==> config.mk <==
export PLATFORM = sky130hd
export DESIGN_NAME = ctrl_mc
export DESIGN_NICKNAME = d
export VERILOG_FILES = /design/src/rtl/ctrl_mc_pkg.sv /design/src/rtl/ctrl_mc_opdec.sv /design/src/rtl/ctrl_mc.sv
export SDC_FILE = /design/constraint.sdc
export NUM_CORES = 1
export LEC_CHECK = 0
export ABC_AREA = 1
export CAP_MARGIN = 20
export CORE_ASPECT_RATIO = 1.4
export CORE_MARGIN = 2
export CORE_UTILIZATION = 45
export CTS_BUF_LIST = sky130_fd_sc_hd__clkbuf_8
export DETAILED_ROUTE_END_ITERATION = 7
export PLACE_DENSITY = 0.9
export SETUP_SLACK_MARGIN = 0.4
export SLEW_MARGIN = 30
export SYNTH_ARGS = -nofsm -noshare
export SYNTH_HDL_FRONTEND = slang
export SYNTH_SLANG_ARGS = --single-unit
==> constraint.sdc <==
create_clock -name clk -period 1.8 [get_ports clk]
set_input_delay 0.36 -clock clk [delete_from_list [all_inputs] [get_ports clk]]
set_output_delay 0.36 -clock clk [all_outputs]
set_load 0.05 [all_outputs]
==> src/rtl/ctrl_mc_pkg.sv <==
// Shared constants for the ctrl_mc multi-cycle controller: RV32I opcodes,
// one-hot state encodings and trap cause codes.
package ctrl_mc_pkg;

    localparam logic [6:0] OPC_LUI      = 7'b0110111;
    localparam logic [6:0] OPC_AUIPC    = 7'b0010111;
    localparam logic [6:0] OPC_JAL      = 7'b1101111;
    localparam logic [6:0] OPC_JALR     = 7'b1100111;
    localparam logic [6:0] OPC_BRANCH   = 7'b1100011;
    localparam logic [6:0] OPC_LOAD     = 7'b0000011;
    localparam logic [6:0] OPC_STORE    = 7'b0100011;
    localparam logic [6:0] OPC_OP_IMM   = 7'b0010011;
    localparam logic [6:0] OPC_OP       = 7'b0110011;
    localparam logic [6:0] OPC_MISC_MEM = 7'b0001111;

    // One-hot so each Moore output reduces to a single state bit plus opcode qualifiers
    localparam logic [6:0] S_IDLE   = 7'b0000001;
    localparam logic [6:0] S_FETCH  = 7'b0000010;
    localparam logic [6:0] S_DECODE = 7'b0000100;
    localparam logic [6:0] S_EX     = 7'b0001000;
    localparam logic [6:0] S_MEM    = 7'b0010000;
    localparam logic [6:0] S_WB     = 7'b0100000;
    localparam logic [6:0] S_TRAP   = 7'b1000000;

    localparam logic [1:0] CAUSE_NONE    = 2'b00;
    localparam logic [1:0] CAUSE_ILLEGAL = 2'b01;
    localparam logic [1:0] CAUSE_TIMEOUT = 2'b10;

endpackage

==> src/rtl/ctrl_mc_opdec.sv <==
// Combinational RV32I opcode classifier used by the ctrl_mc sequencer.
module ctrl_mc_opdec
    import ctrl_mc_pkg::*;
(
    input  logic [6:0] opcode,
    output logic       is_load,
    output logic       is_store,
    output logic       is_branch,
    output logic       is_jump,
    output logic       writes_rd,
    output logic       illegal
);

    always_comb begin
        is_load   = 1'b0;
        is_store  = 1'b0;
        is_branch = 1'b0;
        is_jump   = 1'b0;
        illegal   = 1'b0;
        case (opcode)
            OPC_LOAD:   is_load   = 1'b1;
            OPC_STORE:  is_store  = 1'b1;
            OPC_BRANCH: is_branch = 1'b1;
            OPC_JAL, OPC_JALR: is_jump = 1'b1;
            OPC_LUI, OPC_AUIPC, OPC_OP_IMM, OPC_OP, OPC_MISC_MEM: ;
            default:    illegal   = 1'b1;
        endcase
        // MISC_MEM retires like an ALU op; its rd field is x0 in practice
        writes_rd = !(is_store || is_branch || illegal);
    end

endmodule

==> src/rtl/ctrl_mc.sv <==
// Multi-cycle RV32I control FSM with instruction/data memory handshakes and traps.
// Optional performance counters are built when CTRL_PERF_CNT_EN is defined.
module ctrl_mc
    import ctrl_mc_pkg::*;
#(
    parameter int MEM_TIMEOUT = 16,
    parameter int TO_W        = 8,
    parameter int CNT_W       = 32
)(
    input  logic             clk,
    input  logic             res,
    input  logic             start,
    input  logic             halt,
    input  logic [6:0]       instr,
    input  logic             instr_valid,
    output logic             instr_req,
    input  logic             mem_valid,
    output logic             mem_req,
    output logic             mem_we,
    output logic             branch,
    output logic             reg_write,
    output logic             pc_write,
    output logic             trap,
    output logic [1:0]       trap_cause,
    output logic [CNT_W-1:0] cycle_cnt,
    output logic [CNT_W-1:0] instret_cnt
);

    localparam logic [TO_W-1:0] TO_LAST = TO_W'(MEM_TIMEOUT - 1);

    logic [6:0]      state;
    logic [6:0]      state_nxt;
    logic [6:0]      opcode;
    logic [TO_W-1:0] to_cnt;
    logic            timeout_hit;
    logic            is_load, is_store, is_branch, is_jump, writes_rd, illegal;

    ctrl_mc_opdec u_opdec (
        .opcode    (opcode),
        .is_load   (is_load),
        .is_store  (is_store),
        .is_branch (is_branch),
        .is_jump   (is_jump),
        .writes_rd (writes_rd),
        .illegal   (illegal)
    );

    assign timeout_hit = (MEM_TIMEOUT != 0) && (to_cnt == TO_LAST);

    always_comb begin
        state_nxt = state;
        case (state)
            S_IDLE:   if (start) state_nxt = S_FETCH;
            S_FETCH:  if (instr_valid) state_nxt = S_DECODE;
            S_DECODE: state_nxt = illegal ? S_TRAP : S_EX;
            S_EX:     state_nxt = (is_load || is_store) ? S_MEM : S_WB;
            // A response in the final allowed cycle still completes the access
            S_MEM: begin
                if (mem_valid)        state_nxt = S_WB;
                else if (timeout_hit) state_nxt = S_TRAP;
            end
            S_WB:     state_nxt = halt ? S_IDLE : S_FETCH;
            S_TRAP:   state_nxt = S_IDLE;
            default:  state_nxt = S_IDLE;
        endcase
    end

    always_ff @(posedge clk) begin
        if (res) begin
            state  <= S_IDLE;
            opcode <= '0;
            to_cnt <= '0;
        end else begin
            state <= state_nxt;
            if (state == S_FETCH && instr_valid)
                opcode <= instr;
            to_cnt <= (state == S_MEM) ? to_cnt + TO_W'(1) : '0;
        end
    end

    // Only an illegal opcode or a memory timeout can reach TRAP, so the cause follows the opcode
    assign instr_req  = (state == S_FETCH);
    assign mem_req    = (state == S_MEM);
    assign mem_we     = (state == S_MEM) && is_store;
    assign branch     = (state == S_EX) && (is_branch || is_jump);
    assign pc_write   = (state == S_WB);
    assign reg_write  = (state == S_WB) && writes_rd;
    assign trap       = (state == S_TRAP);
    assign trap_cause = (state != S_TRAP) ? CAUSE_NONE :
                        illegal           ? CAUSE_ILLEGAL : CAUSE_TIMEOUT;

`ifdef CTRL_PERF_CNT_EN
    logic [CNT_W-1:0] cycle_q;
    logic [CNT_W-1:0] instret_q;

    always_ff @(posedge clk) begin
        if (res) begin
            cycle_q   <= '0;
            instret_q <= '0;
        end else begin
            if (state != S_IDLE)
                cycle_q <= cycle_q + CNT_W'(1);
            if (state == S_WB)
                instret_q <= instret_q + CNT_W'(1);
        end
    end

    assign cycle_cnt   = cycle_q;
    assign instret_cnt = instret_q;
`else
    assign cycle_cnt   = '0;
    assign instret_cnt = '0;
`endif

endmodule

==> impl_metrics.py <==
metrics = {
    "run_status": {
        "outcome": "finished, violations left",
        "violations": "setup timing",
    },
    "yosys": {
        "synth.distinct_cells": 32,
        "syn_area_mm2": 0.00173,
        "synth_cells": 235,
        "async_reset_ff_share_pct": 0,
        "syn_avg_cell_area_um2": 7.37,
        "synth_edf_count": 0,
        "yosysSeqAreaShare_pct": 25.4,
        "yosys_warnings": 0,
        "ys_ff_latch": 22,
        "ys.flop_type": "dfxtp_1",
    },
    "setup_path": {
        "required_ns": 1.44,
        "cp-end-kind": "output port",
        "cp_cell_sequence": "nor3_1, nand2_1, nand2_2, nor2_4, nand2_2, and3_4, buf_12",
        "critPathSlowestCell": "dfxtp_4",
        "crit_top_cell": "nand2_2",
        "path_max_fanout": 6,
        "crit_start": "opcode[5]",
        "critical_path_class": "flip-flop to output port",
        "start_kind": "flip-flop",
        "worstReg2RegStart": "state[2]",
        "crit_family": "simple AND/OR/NAND/NOR gates",
        "crit_arrival_ns": 1.63,
        "cp_slowest_stage_delay_ns": 0.39,
        "path_buf_inv": 1,
    },
    "floorplanning": {
        "die_area_mm2": 0.00437,
        "dieHeight_um": 77.4,
        "io_pins": 86,
        "die_w_um": 56.4,
        "rows": 26,
        "core_mm2": 0.00368,
        "initial_core_util_pct": 47.1,
    },
    "clock_network": {
        "cts_buffer_depth": 2,
        "cts_tree": "built",
        "holdBufCountCts": 0,
        "cts_made_buffers": 3,
        "h-tree-depth": 1,
        "clkLatencyLatePin_ns": 0.27,
        "clkSinkCount": 22,
        "path_clk_slew_ns": 0.09,
        "cts-root-buf": "clkbuf_8",
    },
    "sta": {
        "setup_viol_count_final": 6,
        "rsz0062_at_grt": "yes",
        "slew_viol_final": 0,
        "hold_violations": 0,
        "slew_headroom_pct": 64.4,
        "postLayoutSetupSlackWorst_ns": -0.192,
        "finalCritPeriodShare_pct": 111,
        "layout_min_cycle_time_ns": 1.99,
        "finClkSkew_ns": 0.00783,
        "tightest_slew_ns": 0.533,
        "max_clock_freq_mhz": 502,
    },
    "global_routing": {
        "grt_pass1_vias": 1425,
        "gr-total-overflow": 0,
        "grt_pass1_wl_mm": 6.55,
        "grt_usage_pct": 19.0,
        "grt_max_degree": 14,
        "antenna_found_initial": 0,
    },
    "place": {
        "dpl.hpwl_mm": 2.68,
        "dp_cells": 300,
        "gp_congestion": 0.893,
        "portBuffers": 21,
        "postPlaceCellArea_mm2": 0.00192,
        "dp_slack_ns": 0.0460,
    },
    "routing": {
        "drc": 0,
        "wl_mm": 5.54,
        "post_drt_via_cell_ratio": 4.84,
        "wl_per_cell_um": 16.6,
        "final_antenna_net_count": 0,
        "drt_iter0_drc": 84,
        "first_pass_iters": 4,
        "vias": 1617,
    },
    "pwr": {
        "leakagePower_uw": 0.00112,
        "irDropWorstVdd_v": 0.000599,
        "p_per_area_mw_per_mm2": 640,
    },
    "min_path": {
        "min_path_type": "flip-flop to flip-flop",
        "hold_start": "to_cnt[0]",
    },
    "final_layout": {
        "area_growth_pct": 49.2,
        "final_cell_area_mm2": 0.00258,
        "drive_gt1_share_pct": 46.2,
        "nets": 307,
        "layout.cells.non_filler": 334,
        "antenna_cells": 0,
    },
    "job": {
        "drv_cap": 0,
    },
}
[cell usage after synthesis (2+ instances only)]
| cell type | n | area (um^2) |
|---|---|---|
| buf_4 | 64 | 480 |
| nand2_1 | 31 | 116 |
| nor2_1 | 24 | 90.1 |
| dfxtp_1 | 22 | 440 |
| inv_1 | 18 | 67.6 |
| nand3_1 | 15 | 75.1 |
| a21oi_1 | 11 | 55.1 |
| inv_2 | 6 | 22.5 |
| nand4_1 | 4 | 25.0 |
| nor3_1 | 4 | 20.0 |
| o21ai_0 | 4 | 20.0 |
| nand2_4 | 3 | 33.8 |
| nor2_2 | 3 | 18.8 |
| nor2_4 | 3 | 33.8 |
| a21oi_2 | 2 | 17.5 |
| nand3_4 | 2 | 35.0 |
| nor3b_2 | 2 | 25.0 |
| nor4_1 | 2 | 12.5 |
| o21ai_2 | 2 | 17.5 |
[report_power, final]
group | leakage (uW) | internal (uW) | switching (uW)
sequential | 0.000184 | 502 | 27.3
clock | 0.0000357 | 298 | 172
combinational | 0.000903 | 171 | 483
[cell families (layout without fill, tap and decap cells)]
group | count (synthesis) | after routing | synth area share, %
buf+inv | 90 | 83 | 33.8
compound gates | 21 | 21 | 7.08
flops | 22 | 22 | 25.4
xor+xnor | 2 | 2 | 1.01
simple gates | 98 | 99 | 31.7
other cells | 1 | 64 | 0.217
fa+ha+maj | 1 | 1 | 0.722
[routing by layer]
layer  vias up  wire [um]  track usage, %
li1        730          -               -
met1       758       1770            19.0
met2       104       3200            37.2
met3        25        317            3.33
met4         0        253            7.38
met5         -          0               0
[layout make-up]
cell class	instances	area (um^2)
clock buffers	3	41.3
clock inverters	1	30.0
fillers	260	1090
inverters	24	103
multi-input cells	187	1260
flip-flops and latches	22	469
well taps	42	52.6
repair buffers	55	623
[worst paths after layout]
| kind | to | slack [ns] | depth (start not counted) |
|---|---|---|---|
| max | reg_write | -0.19 | 7 |
| min | to_cnt[0] | 0.46 | 1 |
| max reg2reg | state[1] | 0.13 | 12 |
| min reg2reg | to_cnt[0] | 0.46 | 1 |
[per-stage QoR]
step                power (uW)  hold slack [ns]  setup TNS [ns]  util (%)
floorplan                 1050            0.418          -0.642         -
global placement          1000            0.431               0      52.3
detailed placement        1010            0.449               0      52.3
CTS                       1530            0.462          -0.196      61.7
global route              1710            0.491           -1.06      70.3
finish                    1650            0.462          -0.774      70.3
[repair_timing]
item | CTS | global route
endpoints found under the setup margin | 9 | 26
gates cloned | 0 | 1
gates resized for setup | 46 | 59
setup buffers | 18 | 11
pin swaps | 25 | 32
endpoints found under the hold margin | 0 | 0
[layout by cell type, fill, tap and decap left out, drive strengths merged, types with 2 or more instances in the layout]
cell type	n
nand4	4
clkbuf	3
a21oi	13
nand2	36
nand3	18
nor4	3
o21ai	7
nor3	4
buf	43
clkdlybuf4s50	12
nor3b	2
conb	64
nor2	31
inv	24
dfxtp	22
[state kept, by name (all words and copies together) (netlist names)]
| register | count |
|---|---|
| to_cnt | 8 |
| opcode | 7 |
| state | 7 |
Note: power is estimated with default switching activity, not from simulation.
